--- config.mk ---
export PLATFORM = sky130hd
export DESIGN_NAME = dcd_rate_controller
export DESIGN_NICKNAME = d
export VERILOG_FILES = /design/src/rtl/dcd_pkg.sv /design/src/rtl/dcd_rate_controller.sv
export SDC_FILE = /design/constraint.sdc
export NUM_CORES = 1
export LEC_CHECK = 0
export ABC_AREA = 0
export ABC_CLOCK_PERIOD_IN_PS = 6400
export CAP_MARGIN = 20
export CORE_MARGIN = 2
export CORE_UTILIZATION = 40
export DETAILED_ROUTE_END_ITERATION = 10
export SYNTH_ARGS = -nofsm -noshare
export SYNTH_HDL_FRONTEND = slang
export SYNTH_SLANG_ARGS = --single-unit
--- constraint.sdc ---
create_clock -name i_CLK -period 6.4 [get_ports i_CLK]
set_input_delay 0.96 -clock i_CLK [delete_from_list [all_inputs] [get_ports i_CLK]]
set_output_delay 0.96 -clock i_CLK [all_outputs]
set_load 0.01 [all_outputs]
--- src/rtl/dcd_pkg.sv ---
// Shared definitions for the dynamic clock divider rate sequencer.
// State encoding and default divide-value limits.
package dcd_pkg;

  typedef enum logic [1:0] {
    ST_IDLE   = 2'd0,
    ST_RAMP   = 2'd1,
    ST_SETTLE = 2'd2
  } dcd_state_e;

  localparam int DCD_MIN_DIV   = 2;
  localparam int DCD_MAX_DIV   = 1000;
  localparam int DCD_RAMP_STEP = 2;

endpackage

--- src/rtl/dcd_rate_controller.sv ---
// Ramps the divider's divide value toward a requested target,
// stepping only on divider tick boundaries.
module dcd_rate_controller
  import dcd_pkg::*;
#(
  parameter int WIDTH        = 32,
  parameter int RESET_DIV    = 4,
  parameter int MIN_DIV      = DCD_MIN_DIV,
  parameter int MAX_DIV      = DCD_MAX_DIV,
  parameter int RAMP_STEP    = DCD_RAMP_STEP,
  parameter int SETTLE_TICKS = 2
) (
  input  logic             i_CLK,
  input  logic             i_RESET_N,
  input  logic             i_RUN,
  input  logic             i_TICK,
  input  logic             i_REQ_VALID,
  input  logic [WIDTH-1:0] i_REQ_DIV,
  output logic             o_REQ_READY,
  input  logic             i_ABORT,
  output logic [WIDTH-1:0] o_DIV_VALUE,
  output logic             o_DIV_ENABLE,
  output logic             o_BUSY,
  output logic             o_DONE,
  output logic             o_CLAMPED
);

  localparam logic [WIDTH-1:0] MIN_W  = WIDTH'(MIN_DIV);
  localparam logic [WIDTH-1:0] MAX_W  = WIDTH'(MAX_DIV);
  localparam logic [WIDTH-1:0] STEP_W = WIDTH'(RAMP_STEP);
  localparam logic [WIDTH-1:0] RST_W  = WIDTH'(RESET_DIV);
  localparam logic [31:0]      SET_W  = 32'(SETTLE_TICKS);

  dcd_state_e       state_q, state_d;
  logic [WIDTH-1:0] div_q, div_d;
  logic [WIDTH-1:0] tgt_q, tgt_d;
  logic [31:0]      settle_q, settle_d;
  logic             en_q, en_d;
  logic             done_q, done_d;
  logic             clamp_q, clamp_d;

  logic             upd;
  logic [WIDTH-1:0] req_c;
  logic             up;
  logic [WIDTH-1:0] diff;
  logic [WIDTH-1:0] step;
  logic [WIDTH-1:0] nxt;

  // A stopped divider has no period to protect.
  assign upd = en_q ? i_TICK : 1'b1;

  always_comb begin
    req_c = i_REQ_DIV;
    if (i_REQ_DIV < MIN_W) req_c = MIN_W;
    if (i_REQ_DIV > MAX_W) req_c = MAX_W;
  end

  always_comb begin
    up   = tgt_q > div_q;
    diff = up ? (tgt_q - div_q) : (div_q - tgt_q);
    step = (diff < STEP_W) ? diff : STEP_W;
    nxt  = up ? (div_q + step) : (div_q - step);
  end

  always_comb begin
    state_d  = state_q;
    div_d    = div_q;
    tgt_d    = tgt_q;
    settle_d = settle_q;
    en_d     = i_RUN;
    done_d   = 1'b0;
    clamp_d  = 1'b0;
    unique case (state_q)
      ST_IDLE: begin
        if (i_REQ_VALID) begin
          clamp_d = (req_c != i_REQ_DIV);
          tgt_d   = req_c;
          if (req_c == div_q) done_d  = 1'b1;
          else                state_d = ST_RAMP;
        end
      end
      ST_RAMP: begin
        if (i_ABORT) begin
          state_d = ST_IDLE;
        end else if (upd) begin
          div_d = nxt;
          if (nxt == tgt_q) begin
            if (SETTLE_TICKS == 0) begin
              state_d = ST_IDLE;
              done_d  = 1'b1;
            end else begin
              settle_d = SET_W;
              state_d  = ST_SETTLE;
            end
          end
        end
      end
      ST_SETTLE: begin
        if (i_ABORT) begin
          state_d = ST_IDLE;
        end else if (upd) begin
          settle_d = settle_q - 32'd1;
          if (settle_q <= 32'd1) begin
            state_d = ST_IDLE;
            done_d  = 1'b1;
          end
        end
      end
      default: state_d = ST_IDLE;
    endcase
  end

  always_ff @(posedge i_CLK or negedge i_RESET_N) begin
    if (!i_RESET_N) begin
      state_q  <= ST_IDLE;
      div_q    <= RST_W;
      tgt_q    <= RST_W;
      settle_q <= '0;
      en_q     <= 1'b0;
      done_q   <= 1'b0;
      clamp_q  <= 1'b0;
    end else begin
      state_q  <= state_d;
      div_q    <= div_d;
      tgt_q    <= tgt_d;
      settle_q <= settle_d;
      en_q     <= en_d;
      done_q   <= done_d;
      clamp_q  <= clamp_d;
    end
  end

  assign o_REQ_READY  = (state_q == ST_IDLE);
  assign o_BUSY       = (state_q != ST_IDLE);
  assign o_DIV_VALUE  = div_q;
  assign o_DIV_ENABLE = en_q;
  assign o_DONE       = done_q;
  assign o_CLAMPED    = clamp_q;

endmodule

# Word-level counts from Yosys, hierarchy flattened
# Index checks and enable logic that the tools add are counted.
[op_classes]
order_cmp = 5
reduce_logical = 7
n_mux = 29
eq_ne = 16
n_bitwise = 1
addsub = 5
[ops]
columns = ["op", "n"]
rows = [
  ["$mux 32", 10],
  ["$sub 32x32->32", 3],
  ["$eq 32x32->1", 2],
  ["$lt 32x2->1 const B", 2],
  ["$pmux 32 s2", 1],
  ["$add 32x32->32", 1],
  ["$gt 32x10->1 const B", 1],
  ["$gt 32x32->1", 1],
  ["$le 32x1->1 const B", 1],
  ["$ne 32x32->1", 1],
  ["$sub 32x1->32 const B", 1],
  ["$mux 2", 8],
  ["$ne 2x2->1 const B", 7],
  ["$ne 3x3->1 const B", 4],
  ["$reduce_and 6->1", 2],
  ["$mux 1", 8],
  ["$pmux 2 s3", 1],
  ["$reduce_bool 2->1", 2],
  ["$reduce_and 3->1", 1],
  ["$eq 2x1->1 const B", 1],
  ["$eq 2x2->1 const B", 1],
  ["$logic_not 2->1", 1],
  ["$pmux 1 s2", 1],
  ["$reduce_and 2->1", 1],
  ["$not 1->1", 1],
]
[totals]
input_bits = 38
output_inout_bits = 37
reg_bits = 101

# Longest topological paths before layout
[logic_depth]
ltp_word = 11
mapped_depth = 37
ltp_nobuf = 32

# Worst setup path after synthesis
# OpenSTA, ideal clock, no wires.
[synth_timing]
path_type = "register -> register"
from = "register div_q[2] (netlist: o_DIV_VALUE[2])"
to = "register settle_q[31]"
setup_slack_ns = -0.728
t_required_ns = 6.281
arrival_time_ns = 7.009
setup_time_ns = 0.119
n_path_buf = 3
path_stages_with_launch = 33
path_cell_list = "dfstp_2 inv_1 ha_1 buf_2 nand3_1 a21oi_1 o21bai_1 a21o_1 a31oi_4 mux2i_1 xor2_1 nand4_1 nor4b_2 nand3_2 or2_2 ha_1 clkbuf_1 nand2b_1 ha_1 a21o_1 a21o_4 a211oi_4 o31ai_4 a311o_1 a31oi_2 xnor3_1 nor2b_1 nand4_1 nor4_2 nand4_1 a21oi_4 buf_6 nor2_2"
[synth_via]
elab_chain_cells = 9
word_cells_on_any_way = 12
[synth_rtl]
columns = ["item", "line", "rtl"]
rows = [
  ["from (decl)", "dcd_rate_controller.sv:35", "logic [WIDTH-1:0] div_q, div_d;"],
  ["from (signal assigned)", "dcd_rate_controller.sv:124", "div_q <= div_d;"],
  ["$sub 32x32->32 or $gt 32x32->1 (tied branches)", "dcd_rate_controller.sv:60, dcd_rate_controller.sv:59", ""],
  ["$mux 32", "dcd_rate_controller.sv:60", "diff = up ? (tgt_q - div_q) : (div_q - tgt_q);"],
  ["$lt 32x2->1", "dcd_rate_controller.sv:61", "step = (diff < STEP_W) ? diff : STEP_W;"],
  ["$mux 32", "dcd_rate_controller.sv:61", ""],
  ["$sub 32x32->32 or $add 32x32->32 (tied branches)", "dcd_rate_controller.sv:62", "nxt = up ? (div_q + step) : (div_q - step);"],
  ["$mux 32 (*)", "dcd_rate_controller.sv:62", ""],
  ["$eq 32x32->1 (*)", "dcd_rate_controller.sv:87", "if (nxt == tgt_q) begin"],
  ["$ne 2x2->1 (no source line) (*)", "n/a", ""],
  ["$reduce_and 6->1 (no source line) (*)", "n/a", ""],
  ["to (signal assigned)", "dcd_rate_controller.sv:126", "settle_q <= settle_d;"],
  ["to (decl)", "dcd_rate_controller.sv:37", "logic [31:0] settle_q, settle_d;"],
]
# Mark *: on every way between the ends. The rest lies on a longest branch, timed or not.
# A chain may end at the register's enable or synchronous reset.

# Final worst setup path
[layout_timing]
from = "register div_q[2] (netlist: o_DIV_VALUE[2])"
to = "register settle_q[28]"
# The elaborated chain is that of the path after synthesis.

==> metrics.csv <==
metric,value,unit
final-max-slew-violation-count,0,
wl_per_cell,18.6,µm
crit_family,compound AO/OA/AOI/OAI gates,
synthArstFlopShare,100,%
synth_top_area_cell,dfrtp_1,
ys_types,85,
layout_setup_ws,-953,ps
die_w,169,µm
fin_nets,1962,
worst_hold_path.endpoint,settle_q[4],
grt_pass1_wl,62800,µm
grt_max_degree,68,
ir_drop,0.199,mV
dr.pass1.iters,5,
switching_share,45.2,%
clk_path_buf_depth,2,
placed_cell_area,15100,µm²
tightestPinTransition,921,ps
synth_seq_cells,101,
relSlewSlack,38.0,%
die_y,169,µm
seqPwrFrac,10.1,%
worstSetupStartpointType,flop,
drt-total-wl,40300,µm
power.switching,3.66,mW
rr_startpoint,o_DIV_VALUE[2],
via_per_inst,5.44,
status,"finished, violations left",
rsz0062_at_grt,true,
hp-start,settle_q[4],
setup_violations,36,
hold_path_class,reg2reg,
dpl.hpwl,32400,µm
drv_cap,0,
place_congestion,0.986,
syn_nets,1476,
post-route-min-period,7350,ps
ioPinCount,75,
final_area,16300,µm²
critPathArrivalTime,7600,ps
drive_above_1_share,36.0,%
grt_pass1_vias,11800,
yosysSeqAreaShare,23.3,%
synthFlopType,dfrtp_1,
fin_cells,2170,
cellPowerDensity,496,nW/µm²
reg2reg_to,settle_q[28],
dr_total_vias,11800,
path_class,reg2reg,
p_int,4.42,mW
dieArea,28400,µm²
drtIter0Drc,734,
netlist_area,10800,µm²
cts_buffers,9,
cp_slowest_cell,dfstp_2,
worst-path-max-fanout,7,
synth_enable_flop_cells,0,
io_buffers,74,
clkPwrFrac,7.3,%
syn_area_per_cell,8.10,µm²
initial_core_util,40.4,%
ff2ff_path_depth,33,
route.detailed.drc,0,
dp_cells,2120,
syn_inst,1338,
period_share,115,%
hold_viol_final,0,
regToRegSetupSlack,-950,ps
whs_path_depth,2,
cts_sinks,101,
max_freq,136,MHz
p_leak,7.38,nW
fin_util,60.7,%
antenna_found_initial,0,
diodes,0,
clkLatencyLatePin,360,ps
crit_required,6650,ps
grtUsageTotal,28.0,%
critPathBufInv,5,
syn2layout_area_growth,50.2,%
synth.area.top_cells,"dfrtp_1 23%, ha_1 11%, xnor2_1 5.9%",
grt-ovfl-total,0,
fin_worst_skew,14.9,ps
fp.coreArea,26800,µm²
cp_slowest_stage_delay,550,ps
nFillCells,2341,
cts_hold_buf,0,
rows,60,
yosysMostFrequentCell,a21oi_1,
clk_pin_slew_worst_paths,80,ps
cts_max_level,3,
ant_nets,0,
cts_tree,done,
worstSetupEndpointType,flop,
yosys_warnings,0,
synth_top_area_share,22.9,%
setup_tns,-31270,ps
violations,setup timing,
synth_common_cells,"117 x a21oi_1, 109 x o21ai_0, 102 x nor2_1",
ctsRootBufferMaster,clkbuf_16,
p_comb_share,82.6,%
-- flip-flops by register name, indices dropped and copies added, names as in the netlist --
signal,flops
tgt_q,32
state_q,2
o_DIV_ENABLE,1
o_DONE,1
o_CLAMPED,1
o_DIV_VALUE,32
settle_q,32
-- cell type report --
cell class | count | area [µm²] | area share, %
clock buffer | 9 | 225 | 1.38
clock inverter | 7 | 80.1 | 0.492
inverter | 92 | 345 | 2.12
multi-input combinational | 1082 | 8260 | 50.8
sequential | 101 | 2530 | 15.6
tap | 341 | 427 | 2.62
timing repair buffer | 538 | 4410 | 27.1
-- per-stage QoR --
stage / hold slack (ps) / power [mW] / setup WS, ps
after floorplan: 475 / 3.98 / -334
after global placement: 537 / 6.89 / -1000
after detailed placement: 537 / 6.93 / -1060
after CTS: 566 / 7.78 / -933
after global routing: 588 / 8.61 / -1230
final: 564 / 8.08 / -953
-- metal layers --
| metal | vias to the layer above | part of all wire [%] | GRT usage, % |
|---|---|---|---|
| li1 | 5737 | - | - |
| met1 | 5687 | 46 | 38.3 |
| met2 | 314 | 47 | 46.3 |
| met3 | 69 | 4.5 | 2.85 |
| met4 | 0 | 3.0 | 9.63 |
| met5 | - | 0 | 0 |
-- how the worst max path moves through the flow --
stage / slack [ps] / to / cells past startpoint / from
6_report: -950 / settle_q[28] / 33 / o_DIV_VALUE[2]
5_1_grt: -1230 / settle_q[30] / 34 / tgt_q[7]
4_1_cts: -930 / settle_q[21] / 37 / tgt_q[0]
3_5_place_dp: -1060 / settle_q[10] / 34 / o_DIV_VALUE[15]
3_3_place_gp: -1000 / settle_q[31] / 35 / o_DIV_VALUE[2]
2_1_floorplan: -330 / settle_q[4] / 31 / o_DIV_VALUE[2]
-- kinds of logic after synthesis --
group,Yosys count,synth area share [%]
DFF,101,23.3
and+or+nand+nor,433,20.6
adders and majority gates,100,11.8
xor gates and xnor gates,129,11.8
buffers and inverters,155,6.31
muxes,24,2.37
AOI/OAI and AO/OA,396,23.8
-- power by group through the flow --
stage,clock [mW],sequential [mW],combinational [mW]
finish,0.590,0.816,6.68
global placement,0,0.816,6.07
CTS,0.595,0.809,6.37
floorplan,0,0.939,3.04
global route,0.616,0.830,7.16
detailed placement,0,0.821,6.11
-- what timing repair did --
item	CTS	global route
pin swaps	37	39
cloned	1	1
setup buffers	22	10
resized for setup	60	55
endpoints found under the setup margin	36	42
-- layout by cell type, fill, tap and decap left out, types with 24 or more instances in the layout --
cell / instances
a21oi_1: 105
buf_4: 445
clkdlybuf4s50_1: 73
dfrtp_1: 95
ha_1: 77
inv_1: 83
nand2_1: 92
nand2b_1: 24
nand4_1: 37
nor2_1: 99
nor2_2: 29
nor3_1: 28
o21ai_0: 101
xnor2_1: 70
xor2_1: 43
-- worst min-delay path, stage by stage (launching register included) --
cell and delay, ps:
dfrtp_1 390, o31ai_1 90, a21oi_2 60
Note: power is estimated with default switching activity, not from simulation.
